--- config.mk ---
export PLATFORM = sky130hd
export DESIGN_NAME = fp_dot_accum_seq
export DESIGN_NICKNAME = d
export VERILOG_FILES = /design/src/rtl/fp_dot_accum_seq.sv
export SDC_FILE = /design/constraint.sdc
export NUM_CORES = 1
export LEC_CHECK = 0
export BUFFER_PORTS_ARGS = -buffer_cell sky130_fd_sc_hd__buf_4
export CAP_MARGIN = 20
export CORE_MARGIN = 10
export CORE_UTILIZATION = 42
export DETAILED_ROUTE_END_ITERATION = 10
export GPL_TIMING_DRIVEN = 0
export PLACE_DENSITY = 0.93
export SETUP_SLACK_MARGIN = 0.4
export SYNTH_ARGS = -nofsm -noshare
export SYNTH_HDL_FRONTEND = slang
export SYNTH_SLANG_ARGS = --single-unit
--- constraint.sdc ---
create_clock -name clk -period 4.18 [get_ports clk]
set_input_delay 0.418 -clock clk [delete_from_list [all_inputs] [get_ports clk]]
set_output_delay 0.418 -clock clk [all_outputs]
set_load 0.01 [all_outputs]
--- src/rtl/fp_dot_accum_seq.sv ---
// fp_dot_accum_seq: streaming dot-product sequencer around an external
// combinational FP MAC (mac_out = a*b + c). Each accepted (a,b) pair is folded
// into a registered accumulator that is seeded with a per-vector bias on the
// first beat. One accumulated scalar is emitted per vector over valid/ready.
module fp_dot_accum_seq #(
    parameter int BIT_WIDTH = 16,
    parameter int CNT_WIDTH = 8
) (
    input  logic                 clk,
    input  logic                 rst,
    input  logic                 in_valid,
    output logic                 in_ready,
    input  logic [BIT_WIDTH-1:0] in_a,
    input  logic [BIT_WIDTH-1:0] in_b,
    input  logic [BIT_WIDTH-1:0] in_bias,
    input  logic                 in_last,
    output logic [BIT_WIDTH-1:0] mac_a,
    output logic [BIT_WIDTH-1:0] mac_b,
    output logic [BIT_WIDTH-1:0] mac_c,
    input  logic [BIT_WIDTH-1:0] mac_res,
    output logic                 out_valid,
    input  logic                 out_ready,
    output logic [BIT_WIDTH-1:0] out_data,
    output logic [CNT_WIDTH-1:0] out_len,
    output logic                 len_err
);

    typedef enum logic [1:0] {
        IDLE  = 2'd0,
        ACCUM = 2'd1,
        DONE  = 2'd2
    } state_t;

    state_t               state;
    state_t               state_next;
    logic [BIT_WIDTH-1:0] acc;
    logic [CNT_WIDTH-1:0] cnt;
    logic [CNT_WIDTH-1:0] cnt_next;
    logic [CNT_WIDTH-1:0] cnt_inc;
    logic                 at_max;
    logic                 beat;
    logic                 set_len_err;

    assign cnt_inc   = cnt + CNT_WIDTH'(1);
    // Counter saturates at all-ones (2**CNT_WIDTH-1 beats), forcing the vector closed.
    assign at_max    = (cnt_inc == '1);

    assign in_ready  = !rst && (state != DONE);
    assign beat      = in_valid && in_ready;
    assign out_valid = (state == DONE);
    assign out_data  = acc;
    assign out_len   = cnt;
    assign mac_a     = in_a;
    assign mac_b     = in_b;

    // State register, accumulator, beat counter and sticky length error.
    always_ff @(posedge clk) begin
        if (rst) begin
            state   <= IDLE;
            acc     <= '0;
            cnt     <= '0;
            len_err <= 1'b0;
        end else begin
            state <= state_next;
            cnt   <= cnt_next;
            if (beat) begin
                acc <= mac_res;
            end
            if (set_len_err) begin
                len_err <= 1'b1;
            end
        end
    end

    // Next-state, counter update and MAC addend selection.
    always_comb begin
        state_next  = state;
        cnt_next    = cnt;
        mac_c       = acc;
        set_len_err = 1'b0;
        case (state)
            IDLE: begin
                mac_c = in_bias;
                if (beat) begin
                    cnt_next   = CNT_WIDTH'(1);
                    state_next = in_last ? DONE : ACCUM;
                end
            end
            ACCUM: begin
                if (beat) begin
                    cnt_next = cnt_inc;
                    if (in_last || at_max) begin
                        state_next = DONE;
                    end
                    set_len_err = at_max;
                end
            end
            DONE: begin
                if (out_ready) begin
                    state_next = IDLE;
                    cnt_next   = '0;
                end
            end
            default: begin
                state_next = IDLE;
            end
        endcase
    end

endmodule

==> results of run 1 <==
==> power by group <==
group	internal (mW)	leakage (nW)	switching (mW)	total [mW]
clock	0.0667	0.0255	0.0787	0.145
sequential	0.282	0.221	0.0219	0.304
combinational	0.204	1.03	0.174	0.379
total	0.553	1.27	0.275	0.828
==> worst reg2reg max path, stage by stage, from the launching register on <==
cell and delay [ns]:
dfxtp_1 0.38, inv_1 0.10, ha_1 0.28, nor3b_4 0.38
a21oi_2 0.14, or2_1 0.23, clkbuf_1 0.21, or3_1 0.38
a21oi_1 0.15
==> synthesized netlist by cell type (2+ instances only) <==
cell type  instances
nor2b_1            3
mux2_2            16
nand2_1           22
dfxtp_1           27
inv_1              5
clkbuf_1           9
ha_1               6
o21ai_0           24
or3_1              5
or3b_1             2
a211oi_1           4
nand3_1            5
a21oi_1           10
buf_4             32
nor2_1            10
nand2b_1          18
==> sequential cells by signal (all words and copies together), names as in the netlist <==
name / cells
out_data: 16
state: 2
len_err: 1
out_len: 8
==> layout make-up <==
| class | count | share of cell area (%) |
|---|---|---|
| inverters | 5 | 0.687 |
| clock buffers | 3 | 1.51 |
| plain buffers | 43 | 10.3 |
| flip-flops and latches | 27 | 19.8 |
| clock inverters | 1 | 0.183 |
| repair buffers | 111 | 30.5 |
| multi-input cells | 145 | 34.7 |
| well taps | 50 | 2.29 |
==> cells by family after synthesis <==
logic type               Yosys count  share of synthesized area (%)
AO/OA/AOI/OAI                     47                           15.2
XOR/XNOR                           1                          0.489
adder cells (fa/ha/maj)            6                           4.19
buffers and inverters             48                           16.8
flip-flops                        27                           30.2
multiplexers                      16                           10.1
AND/OR/NAND/NOR                   75                           23.0
==> layer usage <==
| metal | part of all wire [%] | vias to the layer above |
|---|---|---|
| met5 | 0 | - |
| met4 | 1.1 | 0 |
| met3 | 8.4 | 4 |
| met2 | 50 | 92 |
| met1 | 41 | 874 |
| li1 | - | 948 |
==> through the flow <==
step | setup WS (ns) | hold WS (ns)
final | 1.38 | 0.337
after CTS | 1.36 | 0.333
after global placement | 1.71 | 0.461
after detailed placement | 1.67 | 0.464
after global routing | 1.22 | 0.340
after floorplan | 2.12 | 0.493
==> final timing paths <==
| kind | startpoint | end | slack (ns) |
|---|---|---|---|
| worst max register to register | state[0]$_SDFFE_PP0P_ | out_len[1]$_SDFFE_PP0P_ | 1.87 |
| worst min register to register | len_err$_SDFFE_PP0P_ | len_err$_SDFFE_PP0P_ | 0.48 |
| worst max-delay path | state[1]$_SDFFE_PP0P_ | mac_c[9] | 1.38 |
| worst min-delay path | mac_res[4] | out_data[4]$_SDFFE_PP0P_ | 0.34 |
==> run summary, run 1 <==
DRT Pass-1 Iters: 4
Hold Path Depth: 3
Crit path buffers/inverters: 4
hpwl dp: 5.30 mm
final worst path period need: 2.80 ns
register area: 541 um2
Cells after Synth: 220
post-synthesis register bit count: 27
slowest CP cell: buf_1
clk slew on worst S/H paths: 0.09 ns
grt ovf: 0
Nets: 411
multi-input logic area: 948 um2
critical path type: flip-flop to output port
Hold Crit Class: primary input to flip-flop
routed via count: 1918
Core Util, Final: 67.3%
drt initial violations: 50
vias in the first global route: 1940
Post-Syn Area: 1790 um2
commonest non-fill, non-tap cell in the layout: buf_4
Placed Cells: 381
row count: 23
largest net degree at the start of global routing: 16
worst clock skew: 0.00204 ns
Max Slew Vio Count: 0
EDFF count, synth: 0
postcts setup bufs: 0
Finished Layout Cells: 385
Clock Sinks: 27
Synthesis Warnings: 0
Slew @ Worst Pin: 0.563 ns
met3 usage: 5.54%
Synth cell types: 38
DIE AREA: 7270 um2
ranking of synthesized cells by area: dfxtp_1 30%, buf_4 13%, mux2_2 10%
root buffer cell: clkbuf_8
grt met2 use: 25.9%
Buffers on Ports: 111
clk buf depth: 2
post-synth top area share: 30.2%
CP Cell Sequence: inv_1 -> ha_1 -> clkbuf_1 -> buf_1 -> mux2_2 -> buf_4
Routed WL: 6.22 mm
placer congestion estimate: 0.883
TritonCTS Buffers: 3
top cell family by delay on the critical path: buffers and inverters
layout cell share with drive strength beyond 1: 50.7%
first-pass GRT wire length: 9.45 mm
worst r2r path cells: 8
vias per inst: 4.98
gr usage total: 15.4%
setup TNS: 0 ns
sequential area share after synthesis: 30.2%
max_cap viols: 0
CP peak stage delay: 0.50 ns
Worst path depth: 6
# IOs: 144
data required time at the worst endpoint: 3.76 ns
final critical-path share of the clock period: 66.9%
Area Overhead vs Synth: 52.6%
top_reg_cell synth: dfxtp_1
Tot Pwr: 0.828 mW
average cell area after synthesis: 8.14 um2
DRC viols: 0
fin area: 2730 um2
Slew HR: 62.5%
H-tree depth: 1
initial antenna violation count: 0
Antenna Nets Post-Route: 0
unrepaired setup endpoints after global routing: false
dominant cell type by area after synthesis: dfxtp_1
Placed Area: 2690 um2
layer with the highest usage: met2
TritonCTS clock tree: done
Achievable Freq: 358 MHz
Setup crit start kind: flip-flop
syn_nets: 295
CP max FO: 10
leading cell types in the layout, fill and taps excluded: 143 x buf_4, 27 x dfxtp_1, 24 x o21ai_0
DR WL/cell: 16.2 um
CP arrival: 2.38 ns
Filler Cell Count: 364
# setup viols final: 0
Hold-fix buffers, CTS: 0
GRT met1 Usage: 18.1%
Worst VDD drop: 0.266 mV
Fin. Hold Viols: 0
P per Cell Area: 303 nW/um2
Worst setup EP type: output port
status: complete, no violations
clock latency on the worst-skew pair: 0.27 ns
Leakage: 1.27 nW
ant diodes: 0
Die Y: 85.3 um
DIE WIDTH: 85.3 um
post-cts sizing count: 0
ys async rst share: 0%
Initial Util: 44.1%
Core ar.: 4060 um2
No activity file was read; power rests on OpenSTA's default activity.
==> inputs of run 2 (changes only) <==
ABC_AREA = 1   (was not set)
CORE_UTILIZATION = 38   (was 42)
PLACE_DENSITY = 0.88   (was 0.93)
clock period = 2.8 ns   (was 4.18 ns; I/O delays follow)
==> run 2 against run 1 <==
Against the previous run:
- non-clock buffer count is 2 lower
- combinational power increased to 3.2 times the previous value
- clock-buffer cell count is the same
- register-to-register slack got worse by 0.91 ns
- routed wire length rose by 0.18%
- final cell count increased by 7.5%
- first-iteration DRC count rose by 76%
- flip-flop and latch count unchanged
- sequential power grew 71%
- critical path depth rose by 1
- largest cell class unchanged
==> run summary, run 2 <==
placer congestion estimate: 0.838 (-5.1%)
ranking of synthesized cells by area: dfxtp_1 32%, buf_4 15%, o21ai_0 12%
Nets: 438 (+6.6%)
Worst setup EP type: output port
DP Worst Slack: 0.879 ns (-0.787 ns)
Routed WL: 6.23 mm (+0.18%)
vias per inst: 4.82 (-3.2%)
Area Overhead vs Synth: 55.7%
Buffers on Ports: 110 (-0.90%)
Synth cell types: 19 (-50%)
final critical-path share of the clock period: 80.3%
Filler Cell Count: 393 (+8.0%)
max_cap viols: 0 (unchanged)
Hold-fix buffers, CTS: 0 (unchanged)
clk slew on worst S/H paths: 0.09 ns (about the same)
clk buf depth: 2 (unchanged)
ys async rst share: 0% (unchanged)
DR WL/cell: 15.1 um (-6.8%)
row count: 24 (+4.3%)
worst r2r path cells: 11 (+3)
grt ovf: 0 (unchanged)
most frequent cell after synthesis: o21ai_0
Leakage: 1.34 nW (+5.2%)
DRT Pass-1 Iters: 4 (unchanged)
average cell area after synthesis: 6.80 um2 (-16%)
Hold Crit Class: primary input to flip-flop
Tot Pwr: 1.96 mW (+140%)
Hold Path Depth: 2 (-1)
unrepaired setup endpoints after global routing: false
Initial Util: 39.0% (-5.2 points)
status: complete, no violations
Antenna Nets Post-Route: 0 (unchanged)
H-tree depth: 1 (unchanged)
Slew HR: 66.3% (+3.8 points)
clock latency on the worst-skew pair: 0.28 ns (about the same)
Slew @ Worst Pin: 0.505 ns (-0.0576 ns)
leading cell types in the layout, fill and taps excluded: 143 x buf_4, 40 x o21ai_0, 38 x nand2_1
DIE WIDTH: 86.6 um (+1.5%)
DRC viols: 0 (unchanged)
vias in the first global route: 1934 (-0.31%)
critical path type: flip-flop to output port
hpwl dp: 5.28 mm (-0.38%)
max reg flops: 16 (unchanged)
hold slack final: 0.214 ns (-0.123 ns)
EDFF count, synth: 0 (unchanged)
setup TNS: 0 ns (unchanged)
Setup crit start kind: flip-flop
Core ar.: 4320 um2 (+6.6%)
root buffer cell: clkbuf_8
commonest non-fill, non-tap cell in the layout: buf_4
TritonCTS Buffers: 3 (unchanged)
# setup viols final: 0 (unchanged)
P per Cell Area: 746 nW/um2 (+150%)
Finished Layout Cells: 414 (+7.5%)
dominant cell type by area after synthesis: dfxtp_1
routed via count: 1997 (+4.1%)
initial antenna violation count: 0 (unchanged)
Clock Sinks: 27 (unchanged)
CP max FO: 10 (unchanged)
post-route setup slack: 0.551 ns (-0.833 ns)
Max Slew Vio Count: 0 (unchanged)
multi-input logic area: 734 um2 (-23%)
syn_nets: 323 (+9.5%)
final worst path period need: 2.25 ns
Synthesis Warnings: 0 (unchanged)
Post-Syn Area: 1690 um2 (-5.9%)
list of most frequent post-synthesis cells: 40 x o21ai_0, 38 x nand2_1, 33 x buf_4
Cells after Synth: 248 (+13%)
# IOs: 144 (unchanged)
CP arrival: 1.97 ns (-0.41 ns)
post-synth top area share: 32.1% (+1.9 points)
Placed Cells: 410 (+7.6%)
sequential area share after synthesis: 32.1% (+1.9 points)
worst clock skew: 0.00803 ns (+0.00598 ns)
Fin. Hold Viols: 0 (unchanged)
top_reg_cell synth: dfxtp_1
DIE AREA: 7500 um2 (+3.1%)
gr usage total: 14.3% (-1.1 points)
largest net degree at the start of global routing: 16 (unchanged)
post-synthesis register bit count: 27 (unchanged)
data required time at the worst endpoint: 2.52 ns (-1.24 ns)
TritonCTS clock tree: done
Worst VDD drop: 0.494 mV (+86%)
Die Y: 86.6 um (+1.5%)
layout cell share with drive strength beyond 1: 43.6% (-7.1 points)
register area: 541 um2 (unchanged)
Achievable Freq: 445 MHz
drt initial violations: 88 (+76%)
ant diodes: 0 (unchanged)
first-pass GRT wire length: 8.98 mm (-5.0%)
run 2: path summary, 6_finish.rpt:
| kind | start | endpoint | slack [ns] |
|---|---|---|---|
| setup reg to reg | state[0]$_SDFFE_PP0P_ | out_len[7]$_SDFFE_PP0P_ | 0.96 |
| hold / removal | rst | out_len[6]$_SDFFE_PP0P_ | 0.21 |
| hold reg to reg | out_data[4]$_SDFFE_PP0P_ | out_data[4]$_SDFFE_PP0P_ | 0.47 |
| setup / recovery | state[0]$_SDFFE_PP0P_ | mac_c[11] | 0.55 |
run 2: per-stage QoR:
| step | instance area, um2 | utilization [%] |
|---|---|---|
| final | 2620 | 60.7 |
| after global routing | 2620 | 60.7 |
| after CTS | 2620 | 60.6 |
| after global placement | 2580 | 59.6 |
| after detailed placement | 2580 | 59.6 |
| after floorplan | 1690 | - |
run 2: final cells by class:
| type | count | area share (%) |
|---|---|---|
| Tap cell | 52 | 2.48 |
| Clock inverter | 1 | 0.191 |
| Inverter | 32 | 4.58 |
| Sequential cell | 27 | 20.6 |
| Clock buffer | 3 | 1.57 |
| Buffer | 42 | 11.1 |
| Multi-Input combinational cell | 147 | 28.0 |
| Timing Repair Buffer | 110 | 31.5 |
run 2: power by group:
part / internal [mW] / switching (mW) / total (mW)
registers: 0.457 / 0.0619 / 0.519
clock network: 0.100 / 0.130 / 0.230
logic: 0.519 / 0.688 / 1.21
run 2: kinds of logic (layout without fill, tap and decap cells):
kind of cell    count (synthesis)  after routing  synth area share (%)
compound gates                 64             64                  19.0
xor+xnor                        1              1                 0.520
fa+ha+maj                       6              6                  4.45
buf+inv                        74            188                  24.4
flops                          27             27                  32.1
simple gates                   76             76                  19.6
run 2: what timing repair did:
item | in CTS | in global routing
endpoints found under the setup margin | 0 | 1
buffers inserted | 0 | 0
gates resized for setup | 0 | 2
run 2: critical path, cell delays in order (launching register included):
cell      delay, ns
dfxtp_1        0.34
inv_1          0.11
ha_1           0.15
clkbuf_1       0.29
clkbuf_1       0.43
nand2_1        0.13
o21ai_0        0.10
buf_4          0.14
run 2: metal layers:
| metal | up-vias | routed length [um] | track usage [%] |
|---|---|---|---|
| li1 | 984 | - | - |
| met1 | 911 | 2230 | 14.2 |
| met2 | 87 | 3260 | 26.1 |
| met3 | 15 | 550 | 4.69 |
| met4 | 0 | 190 | 6.48 |
| met5 | - | 0 | 0 |
